### config.mk
export PLATFORM = sky130hd
export DESIGN_NAME = div_nr_8bit
export DESIGN_NICKNAME = d
export VERILOG_FILES = /design/src/rtl/div_pkg.sv /design/src/rtl/cas.sv /design/src/rtl/cas_row.sv /design/src/rtl/div_nr_8bit.sv
export SDC_FILE = /design/constraint.sdc
export NUM_CORES = 1
export LEC_CHECK = 0
export CORE_MARGIN = 4
export CORE_UTILIZATION = 55
export CTS_CLUSTER_DIAMETER = 80
export DETAILED_ROUTE_END_ITERATION = 7
export PLACE_DENSITY_LB_ADDON = 0.08
export SLEW_MARGIN = 10
export SYNTH_ARGS = -nofsm -noshare
export SYNTH_HDL_FRONTEND = slang
export SYNTH_HIERARCHICAL = 1
export SYNTH_SLANG_ARGS = --single-unit
### constraint.sdc
create_clock -name clk -period 7.3 [get_ports clk]
set_clock_uncertainty 0.1 [all_clocks]
set_input_delay 1.46 -clock clk [delete_from_list [all_inputs] [get_ports clk]]
set_output_delay 1.46 -clock clk [all_outputs]
set_load 0.03 [all_outputs]
### src/rtl/div_pkg.sv
// Shared widths, iteration count and FSM encoding for the non-restoring divider.
package div_pkg;
  localparam int DW   = 8;
  localparam int ITER = 8;
  localparam int PRW  = DW + 1;
  localparam int CW   = $clog2(ITER);

  typedef enum logic [1:0] {IDLE, CALC, FIX, DONE} state_t;
endpackage

### src/rtl/cas.sv
// Controlled add/subtract cell: t=1 inverts b so a carry-in of 1 yields a-b.
module cas (
  input  logic a,
  input  logic b,
  input  logic t,
  input  logic cin,
  output logic s,
  output logic cout
);
  logic bx;
  assign bx   = b ^ t;
  assign s    = a ^ bx ^ cin;
  assign cout = (a & bx) | (a & cin) | (bx & cin);
endmodule

### src/rtl/cas_row.sv
// Ripple row of cas cells: s = t ? a - b : a + b, two's complement, PRW bits.
module cas_row
  import div_pkg::*;
(
  input  logic [PRW-1:0] a,
  input  logic [PRW-1:0] b,
  input  logic           t,
  output logic [PRW-1:0] s
);
  logic [PRW-1:0] c;
  assign c[0] = t;

  for (genvar i = 0; i < PRW-1; i++) begin : g_cell
    cas u_cas (.a(a[i]), .b(b[i]), .t(t), .cin(c[i]), .s(s[i]), .cout(c[i+1]));
  end

  // Sign bit: its carry-out is never used, so only the sum is formed.
  assign s[PRW-1] = a[PRW-1] ^ b[PRW-1] ^ t ^ c[PRW-1];
endmodule

### src/rtl/div_nr_8bit.sv
// 8-bit unsigned non-restoring divider: 8 CALC cycles, 1 FIX, 1 DONE; done at accept+10.
module div_nr_8bit
  import div_pkg::*;
(
  input  logic          clk,
  input  logic          rst,
  input  logic          start,
  input  logic [DW-1:0] dividend,
  input  logic [DW-1:0] divisor,
  output logic          busy,
  output logic          done,
  output logic [DW-1:0] quotient,
  output logic [DW-1:0] remainder,
  output logic          div_by_zero
);
  state_t         state;
  logic [CW-1:0]  cnt;
  logic [PRW-1:0] pr;
  logic [DW-1:0]  q;
  logic [DW-1:0]  dvd;
  logic [DW-1:0]  dvs;

  logic [PRW-1:0] row_a;
  logic [PRW-1:0] row_b;
  logic [PRW-1:0] row_s;
  logic           row_t;

  // CALC: shifted {PR,Q} then subtract if old PR >= 0; FIX: restore a negative PR.
  always_comb begin
    row_a = {pr[DW-1:0], q[DW-1]};
    row_t = ~pr[PRW-1];
    if (state == FIX) begin
      row_a = pr;
      row_t = 1'b0;
    end
  end

  assign row_b = {1'b0, dvs};

  cas_row u_row (.a(row_a), .b(row_b), .t(row_t), .s(row_s));

  always_ff @(posedge clk) begin
    if (rst) begin
      state       <= IDLE;
      cnt         <= '0;
      pr          <= '0;
      q           <= '0;
      dvd         <= '0;
      dvs         <= '0;
      busy        <= 1'b0;
      done        <= 1'b0;
      quotient    <= '0;
      remainder   <= '0;
      div_by_zero <= 1'b0;
    end else begin
      done <= 1'b0;
      case (state)
        IDLE: if (start) begin
          dvd   <= dividend;
          dvs   <= divisor;
          q     <= dividend;
          pr    <= '0;
          cnt   <= CW'(ITER-1);
          busy  <= 1'b1;
          state <= CALC;
        end
        CALC: begin
          pr  <= row_s;
          q   <= {q[DW-2:0], ~row_s[PRW-1]};
          cnt <= cnt - 1'b1;
          if (cnt == '0) state <= FIX;
        end
        FIX: begin
          if (pr[PRW-1]) pr <= row_s;
          busy  <= 1'b0;
          state <= DONE;
        end
        DONE: begin
          done        <= 1'b1;
          div_by_zero <= (dvs == '0);
          quotient    <= (dvs == '0) ? {DW{1'b1}} : q;
          remainder   <= (dvs == '0) ? dvd : pr[DW-1:0];
          state       <= IDLE;
        end
        default: state <= IDLE;
      endcase
    end
  end
endmodule

After elaboration in Yosys (flattened, before gate mapping)
Cells that the tools add are included.
W data, S select, Z words.
{"block": "totals", "register_bits": 57, "input_bits": 19, "output_inout_bits": 19, "wordCells": 116}
{"block": "classes", "n_addsub": 1, "eq_ne": 6, "mux": 17, "n_bitwise": 68, "n_reduce_logical": 12}
{"operator": "$mux W9", "n": 3}
{"operator": "$pmux W9 S3", "n": 1}
{"operator": "$xor A1 B1 Y1", "n": 26}
{"operator": "$and A1 B1 Y1", "n": 24}
{"operator": "$mux W8", "n": 3}
{"operator": "$or A1 B1 Y1", "n": 16}
{"operator": "$pmux W8 S2", "n": 1}
{"operator": "$reduce_and A2 Y1", "n": 5}
{"operator": "$logic_not A8 Y1", "n": 1}
{"operator": "$pmux W2 S4", "n": 1}
{"operator": "$ne A2 B2 Y1 const B", "n": 3}
{"operator": "$pmux W3 S2", "n": 1}
{"operator": "$eq A2 B2 Y1 const B", "n": 2}
{"operator": "$mux W2", "n": 2}
{"operator": "$reduce_bool A2 Y1", "n": 2}
{"operator": "$logic_not A3 Y1", "n": 1}
{"operator": "$mux W1", "n": 3}
{"operator": "$mux W3", "n": 1}
{"operator": "$reduce_and A3 Y1", "n": 1}
{"operator": "$reduce_bool A3 Y1", "n": 1}
{"operator": "$sub A3 B1 Y3 const B", "n": 1}
{"operator": "$eq A2 B1 Y1 const B", "n": 1}
{"operator": "$logic_not A2 Y1", "n": 1}
{"operator": "$not A1 Y1", "n": 2}
{"operator": "$pmux W1 S2", "n": 1}

Longest topological paths before layout
Gate-level depths: netlist of run 1.
{"block": "depth", "depth_word": 30, "mapped_depth": 34, "mapped_depth_nobuf": 32}

Modules after synthesis
Netlist of run 1, hierarchy kept.
{"mod": "div_nr_8bit", "instances": 1, "cells_per_inst": 284, "area_per_inst_um2": 2459.9, "seq_area_each_um2": 1141.1}
{"mod": "cas", "instances": 8, "cells_per_inst": 6, "area_per_inst_um2": 43.8, "seq_area_each_um2": 0.0}
{"mod": "cas_row", "instances": 1, "cells_per_inst": 3, "area_per_inst_um2": 26.3, "seq_area_each_um2": 0.0}

Worst setup path after synthesis of run 1
No wires, ideal clock.
{"block": "synth_timing", "path_kind": "register -> register", "start": "register state[0]", "end": "register q[0]", "setup_ps": 128, "arrival_time_ps": 6034, "t_required_ps": 7072, "path_slack_ps": 1039, "path_stages_with_launch": 35, "path_buffers": 2, "synth_period_minus_slack_ps": 6261, "path_cell_list": "dfxtp_1 -> inv_1 -> ha_1 -> clkbuf_1 -> clkbuf_1 -> nor2_1 -> xnor2_1 -> fa_1 -> inv_1 -> inv_1 -> fa_1 -> inv_1 -> inv_1 -> fa_1 -> inv_1 -> inv_1 -> fa_1 -> inv_1 -> inv_1 -> fa_1 -> inv_1 -> inv_1 -> fa_1 -> inv_1 -> inv_1 -> fa_1 -> inv_1 -> inv_1 -> fa_1 -> inv_1 -> xor2_1 -> xnor2_1 -> a21oi_1 -> mux2i_1 -> nor2_1"}
{"block": "synth_between", "elab_chain_len": 30, "elab_cells_between_ends": 60, "classes_between": "3 x eq/ne; 3 x mux; 51 x bitwise; 3 x reduce/logical"}
{"item": "from (decl)", "line": "div_nr_8bit.sv:16", "source": "state_t state;"}
{"item": "from (signal assigned)", "line": "div_nr_8bit.sv:44", "source": "state <= IDLE;"}
{"item": "from (signal assigned)", "line": "div_nr_8bit.sv:65", "source": "state <= CALC;"}
{"item": "from (signal assigned)", "line": "div_nr_8bit.sv:71", "source": "if (cnt == '0) state <= FIX;"}
{"item": "$eq A2 B2 Y1 *", "line": "div_nr_8bit.sv:32", "source": "if (state == FIX) begin"}
{"item": "$mux W1 *", "line": "div_nr_8bit.sv:32"}
{"item": "named net row_t", "line": "div_nr_8bit.sv:26", "source": "logic row_t;"}
{"item": "$xor A1 B1 Y1", "line": "cas.sv:11", "source": "assign bx = b ^ t;"}
{"item": "$and A1 B1 Y1", "line": "cas.sv:13", "source": "assign cout = (a & bx) | (a & cin) | (bx & cin);"}
{"item": "$or A1 B1 Y1", "line": "cas.sv:13"}
{"item": "$or A1 B1 Y1 *", "line": "cas.sv:13"}
{"item": "named net u_row.c[1]", "line": "cas_row.sv:10", "source": "logic [PRW-1:0] c;"}
{"item": "[3 not listed]"}
{"item": "named net u_row.c[2]", "line": "cas_row.sv:10"}
{"item": "[3 not listed]"}
{"item": "named net u_row.c[3]", "line": "cas_row.sv:10"}
{"item": "[3 not listed]"}
{"item": "named net u_row.c[4]", "line": "cas_row.sv:10"}
{"item": "[3 not listed]"}
{"item": "named net u_row.c[5]", "line": "cas_row.sv:10"}
{"item": "[3 not listed]"}
{"item": "named net u_row.c[6]", "line": "cas_row.sv:10"}
{"item": "[3 not listed]"}
{"item": "named net u_row.c[7]", "line": "cas_row.sv:10"}
{"item": "$and A1 B1 Y1", "line": "cas.sv:13"}
{"item": "$or A1 B1 Y1", "line": "cas.sv:13"}
{"item": "$or A1 B1 Y1 *", "line": "cas.sv:13"}
{"item": "named net u_row.c[8]", "line": "cas_row.sv:10"}
{"item": "$xor A1 B1 Y1 *", "line": "cas_row.sv:18", "source": "assign s[PRW-1] = a[PRW-1] ^ b[PRW-1] ^ t ^ c[PRW-1];"}
{"item": "named net row_s[8]", "line": "div_nr_8bit.sv:25", "source": "logic [PRW-1:0] row_s;"}
{"item": "$not A1 Y1 *", "line": "div_nr_8bit.sv:69", "source": "q <= {q[DW-2:0], ~row_s[PRW-1]};"}
{"item": "$pmux W8 S2 *", "line": "div_nr_8bit.sv:57", "source": "case (state)"}
{"item": "to (signal assigned)", "line": "div_nr_8bit.sv:61", "source": "q <= dividend;"}
{"item": "to (signal assigned)", "line": "div_nr_8bit.sv:69"}
{"item": "to (decl)", "line": "div_nr_8bit.sv:19", "source": "logic [DW-1:0] q;"}
Mark *: on every way through the listed nets, which the timed path passes. The rest lies on a longest branch.
A chain may end at the register's enable or synchronous reset.

Worst setup path in the final report of run 1
Ends and elaborated chain as after synthesis.

==> results of run 1 <==
==> stage by stage <==
| step | total power, mW | worst slack, ns | util |
|---|---|---|---|
| finish | 1.47 | 1.16 | 0.708 |
| global route | 1.61 | 0.706 | 0.708 |
| CTS | 1.48 | 1.15 | 0.708 |
| detailed placement | 1.17 | 1.22 | 0.665 |
| global placement | 1.15 | 1.35 | 0.665 |
| floorplan | 1.01 | 1.04 | - |
==> worst max-delay path, delay by kind of cell, from the launching register on <==
kind	cells	cell delay, ns
muxes	1	0.18
and+or+nand+nor	2	0.29
DFF	1	0.40
AOI/OAI and AO/OA	1	0.10
buffers and inverters	18	1.31
xor gates and xnor gates	3	0.44
adders and majority gates	9	3.15
==> cell families (layout without fill, tap and decap cells) <==
logic type               count (synthesis)  count (layout)  synth area share
AO/OA/AOI/OAI                           60              60             0.134
XOR/XNOR                                11              11            0.0340
adder cells (fa/ha/maj)                 15              15            0.0873
buffers and inverters                   59              96            0.0838
flip-flops                              57              57             0.402
multiplexers                            26              26            0.0957
other                                    1               1           0.00132
AND/OR/NAND/NOR                        106             106             0.161
==> routing by layer <==
metal / part of all wire / wire length (um) / vias to the layer above
li1: - / - / 1161
met1: 0.47 / 2630 / 979
met2: 0.45 / 2530 / 50
met3: 0.051 / 283 / 12
met4: 0.022 / 121 / 0
met5: 0 / 0 / -
==> registers in the layout (all words and copies together), names as in the netlist <==
signal,cells
cnt,3
busy,1
remainder,8
div_by_zero,1
q,8
state,2
done,1
dvs,8
pr,9
dvd,8
quotient,8
==> power by group <==
group	internal [mW]	switching [mW]	total (mW)
clock network	0.185	0.123	0.308
registers	0.382	0.0510	0.433
logic	0.303	0.425	0.728
total	0.871	0.599	1.47
==> layout by cell type, fill, tap and decap left out, types with 2 or more instances in the layout <==
cell | Yosys | routed
nor2_1 | 43 | 43
dfxtp_1 | 57 | 57
clkbuf_8 | 0 | 12
nor2b_1 | 4 | 4
mux2_2 | 9 | 9
or4_4 | 2 | 2
buf_4 | 0 | 4
nand3_1 | 9 | 9
xnor2_1 | 10 | 10
mux2i_1 | 17 | 17
nand2_1 | 43 | 43
inv_1 | 39 | 39
ha_1 | 7 | 7
clkdlybuf4s50_1 | 0 | 36
fa_1 | 8 | 8
a211oi_1 | 23 | 23
nor3_1 | 2 | 2
a21oi_1 | 29 | 29
a311oi_1 | 3 | 3
o21ai_0 | 3 | 2
clkbuf_1 | 17 | 2
==> worst max path at each step <==
| stage | to | start |
|---|---|---|
| 2_1_floorplan | q[0] | state[0] |
| 3_3_place_gp | q[0] | state[0] |
| 3_5_place_dp | q[0] | state[0] |
| 4_1_cts | q[0] | state[0] |
| 5_1_grt | q[0] | state[0] |
| 6_report | q[0] | state[0] |
==> area by class of cell <==
type / instances / area [um2]
multi-input combinational: 219 / 1460
fill: 383 / 1420
timing repair buffer: 41 / 395
clock buffer: 14 / 173
inverter: 39 / 146
tap: 67 / 83.8
clock inverter: 2 / 35.0
sequential: 57 / 1140
==> summary.md, run 1 <==
| Metric | Value |
|---|---|
| Post-route insts no fill | 439 |
| FF-to-FF path depth | 34 |
| Dpl hpwl | 3830 um |
| P per Cell Area | 428 nW/um2 |
| Leakage | 1.34 nW |
| Register area share after synthesis | 0.402 |
| Clock Pin Slew Worst Setup and Hold Paths | 0.06 ns |
| Final instance area | 3430 um2 |
| RSZ-0062 raised after global routing | no |
| CP required | 7.37 ns |
| Number of synthesis warnings | 6 |
| Mapped Nets | 369 |
| Worst R2R Start | state[0] |
| Most used routing layer | met2 |
| Post-synth ARST share | 0 |
| Worst relative slew slack | 0.304 |
| CP endpoint kind | flip-flop |
| GRT Resource Usage Total | 0.195 |
| Initial DRT Pass Iterations | 4 |
| Min-delay src | dvd[3] |
| Vias in the first global route | 2047 |
| Max Cap Viol | 0 |
| Final net count | 401 |
| Violation count after the first detailed-route iteration | 99 |
| Core area | 4850 um2 |
| Largest net degree at the start of global routing | 58 |
| Placer Congestion | 0.779 |
| Worst-path maximum fanout | 16 |
| Slew Viols, Final | 0 |
| Area Growth Syn to Fin | 21.0% |
| CP most frequent cell | inv_1 |
| GRT met1 Usage | 0.246 |
| I/O pin count | 38 |
| Setup_tns | 0 ns |
| Die Y | 79.8 um |
| Hold depth | 2 |
| Post-synthesis register bit count | 57 |
| IO Port Bufs | 37 |
| Postcts setup bufs | 0 |
| Placement Rows | 25 |
| Hold Path Class | flip-flop to flip-flop |
| Cts hold-fix bufs | 0 |
| Max incr delay on CP | 0.40 ns |
| Placed Cells | 423 |
| Sink Count | 57 |
| Crit path time final | 6.14 ns |
| Synth area leaders | dfxtp_1 40%, a211oi_1 6.1%, mux2i_1 6.0%, nand2_1 5.7%, nor2_1 5.7% |
| Worst slew pin tran | 1.04 ns |
| Post-synth top area cell | dfxtp_1 |
| Initial Utilization | 0.585 |
| Clock Path Buffers | 2 |
| Critical path startpoint category | flip-flop |
| Outcome | completed |
| Routed Antenna Nets | 0 |
| Met2 GRT Util | 0.310 |
| DIE AREA | 6370 um2 |
| Ys flop type | dfxtp_1 |
| # DRC | 0 |
| Final period utilization | 0.841 |
| Antenna violations before repair | 0 |
| Worst VDD drop | 0.240 mV |
| Yosys cell types | 27 |
| Hold violation count in the final report | 0 |
| Crit path kind | flip-flop to flip-flop |
| Placed Area | 3220 um2 |
| Grt total ovfl | 0 |
| Hold slack | 0.357 ns |
| Worst R2R Setup Slack | 1.16 ns |
| Most frequent cell after synthesis | dfxtp_1 |
| Clk root buf | clkbuf_8 |
| Slowest stage cell, crit path | dfxtp_1 |
| First-pass GRT wire length | 9530 um |
| WP data arrival | 6.21 ns |
| Antenna cell count | 0 |
| M3 GR Usage | 0.0429 |
| CTS Buf Count | 9 |
| Maximum clock rate | 0.163 GHz |
| Layout cells sized above 1 | 0.0860 |
| EDFF count, synth | 0 |
| Worst-Skew Late Latency | 0.34 ns |
| Gates resized, CTS repair | 0 |
| Most frequent cells after synthesis | 57 x dfxtp_1, 43 x nand2_1, 43 x nor2_1, 39 x inv_1, 29 x a21oi_1 |
| Final number of setup-violating endpoints | 0 |
| Htree depth | 3 |
| Final wirelength | 5560 um |
| Reg2reg end | q[0] |
| Post-synth top area share | 0.402 |
| Via-to-Cell Ratio | 5.02 |
| WHS Endpoint | dvd[3] |
| Die Width | 79.8 um |
| Mapped Avg Cell Area | 8.47 um2 |
| Post-Syn Area | 2840 um2 |
| Routed wire length per instance | 12.7 um |
| CTS tree | done |
| Vias after detailed routing | 2202 |
| Cells after Synth | 335 |
Power figures use the tool's default switching activity.
==> run 2: changes to the inputs <==
==> constraint.sdc (replaced) <==
create_clock -name clk -period 5.7 [get_ports clk]
set_clock_uncertainty 0.1 [all_clocks]
set_input_delay 1.14 -clock clk [delete_from_list [all_inputs] [get_ports clk]]
set_output_delay 1.14 -clock clk [all_outputs]
set_load 0.03 [all_outputs]
==> summary.md, run 2 (synthesized netlist as in run 1, its figures left out) <==
| Metric | Value |
|---|---|
| Outcome | completed |
| Largest Register | pr |
| Worst VDD drop | 0.316 mV |
| GRT Resource Usage Total | 0.204 |
| Worst slew pin tran | 1.02 ns |
| CP most frequent cell | inv_1 |
| Hold violation count in the final report | 0 |
| CP required | 5.79 ns |
| Grt total ovfl | 0 |
| Vias in the first global route | 2133 |
| Vias after detailed routing | 2240 |
| Final number of setup-violating endpoints | 0 |
| Layout cells sized above 1 | 0.128 |
| Cts hold-fix bufs | 0 |
| Setup_tns | 0 ns |
| Routed Antenna Nets | 0 |
| Via-to-Cell Ratio | 5.07 |
| Commonest non-fill, non-tap cell in the layout | dfxtp_1 |
| WP data arrival | 5.44 ns |
| Clk root buf | clkbuf_8 |
| Area Growth Syn to Fin | 21.7% |
| RSZ-0062 raised after global routing | no |
| Origin of the worst setup path | state[0] |
| IO Port Bufs | 37 |
| Placer Congestion | 0.773 |
| Antenna cell count | 0 |
| Htree depth | 3 |
| Antenna violations before repair | 0 |
| Final period utilization | 0.939 |
| Critical path startpoint category | flip-flop |
| # DRC | 0 |
| Reg2reg end | q[0] |
| I/O pin count | 38 |
| Most frequent cells in the layout | 56 x dfxtp_1, 43 x nand2_1, 42 x nor2_1 |
| Max incr delay on CP | 0.38 ns |
| CTS tree | done |
| Hold depth | 2 |
| Hold slack | 0.361 ns |
| Worst R2R Setup Slack | 0.35 ns |
| Worst relative slew slack | 0.319 |
| Final instance area | 3450 um2 |
| Clock Pin Slew Worst Setup and Hold Paths | 0.07 ns |
| Dpl hpwl | 4000 um |
| P per Cell Area | 543 nW/um2 |
| Placement Rows | 25 |
| Initial Utilization | 0.585 |
| CTS Buf Count | 9 |
| Hold Path Class | flip-flop to flip-flop |
| Routed wire length per instance | 13.2 um |
| Sink Count | 57 |
| Crit path kind | flip-flop to flip-flop |
| Core area | 4850 um2 |
| Slew Viols, Final | 0 |
| Maximum clock rate | 0.187 GHz |
| WHS Endpoint | dvd[2] |
| Core Util, Final | 0.712 |
| Worst R2R Start | state[0] |
| First-pass GRT wire length | 9870 um |
| Violation count after the first detailed-route iteration | 103 |
| Worst-Skew Late Latency | 0.34 ns |
| Min-delay src | dvd[2] |
| Leakage | 1.34 nW |
| Final wirelength | 5840 um |
| Max FFs per register | 9 |
| FF-to-FF path depth | 32 |
| Clock Path Buffers | 2 |
| Crit path time final | 5.35 ns |
| Max Cap Viol | 0 |
| Final net count | 404 |
| Die Width | 79.8 um |
| Placed Area | 3250 um2 |
| DIE AREA | 6370 um2 |
| Initial DRT Pass Iterations | 4 |
| Slowest stage cell, crit path | fa_1 |
| Largest net degree at the start of global routing | 58 |
| Worst-path maximum fanout | 4 |
| CP endpoint kind | flip-flop |
| Die Y | 79.8 um |
[run 2: what timing repair did]
item                                    CTS  global route
gates resized for setup                   1             8
buffers inserted                          0             2
pin swaps                                 0             3
endpoints found under the setup margin    1             2
[run 2: through the flow]
step | cells | setup WS (ns) | power (mW)
3_5_place_dp | 424 | 0.0192 | 1.51
6_report | 442 | 0.345 | 1.87
5_1_grt | 442 | 0.00722 | 2.05
3_3_place_gp | 424 | 0.126 | 1.48
4_1_cts | 440 | 0.0585 | 1.84
2_1_floorplan | 335 | 0.0111 | 1.32
[run 2: how the worst max path moves through the flow]
stage,to,slack (ns),cells after the start
4_1_cts,q[0],0.06,32
5_1_grt,q[0],0.007,32
6_report,q[0],0.35,32
2_1_floorplan,q[0],0.01,34
3_3_place_gp,q[0],0.13,32
3_5_place_dp,q[0],0.02,32
[run 2: layout make-up]
class | count | area, um2
multi-input combinational | 219 | 1500
fill | 421 | 1400
sequential | 57 | 1140
timing repair buffer | 44 | 418
inverter | 39 | 146
clock buffer | 10 | 128
tap | 67 | 83.8
clock inverter | 6 | 35.0
[run 2: worst max-delay path, delay by kind of cell (launching register included)]
family,cells,cell delay (ns)
adder cells (fa/ha/maj),9,3.01
buffers and inverters,17,0.87
multiplexers,2,0.36
XOR/XNOR,2,0.33
AO/OA/AOI/OAI,1,0.09
AND/OR/NAND/NOR,1,0.05
flip-flops,1,0.37
[run 2: report_power, final]
part / switching, mW / total [mW] / internal, mW / leakage [nW]
Combinational: 0.563 / 0.993 / 0.430 / 0.791
Sequential: 0.0710 / 0.562 / 0.491 / 0.466
Clock: 0.163 / 0.317 / 0.154 / 0.0818
Total: 0.798 / 1.87 / 1.07 / 1.34
[run 2: layer usage]
layer,up-vias,part of all wire,GRT usage
met2,43,0.47,0.341
li1,1164,-,-
met5,-,0,0
met3,9,0.046,0.0576
met1,1024,0.47,0.246
met4,0,0.018,0.0861
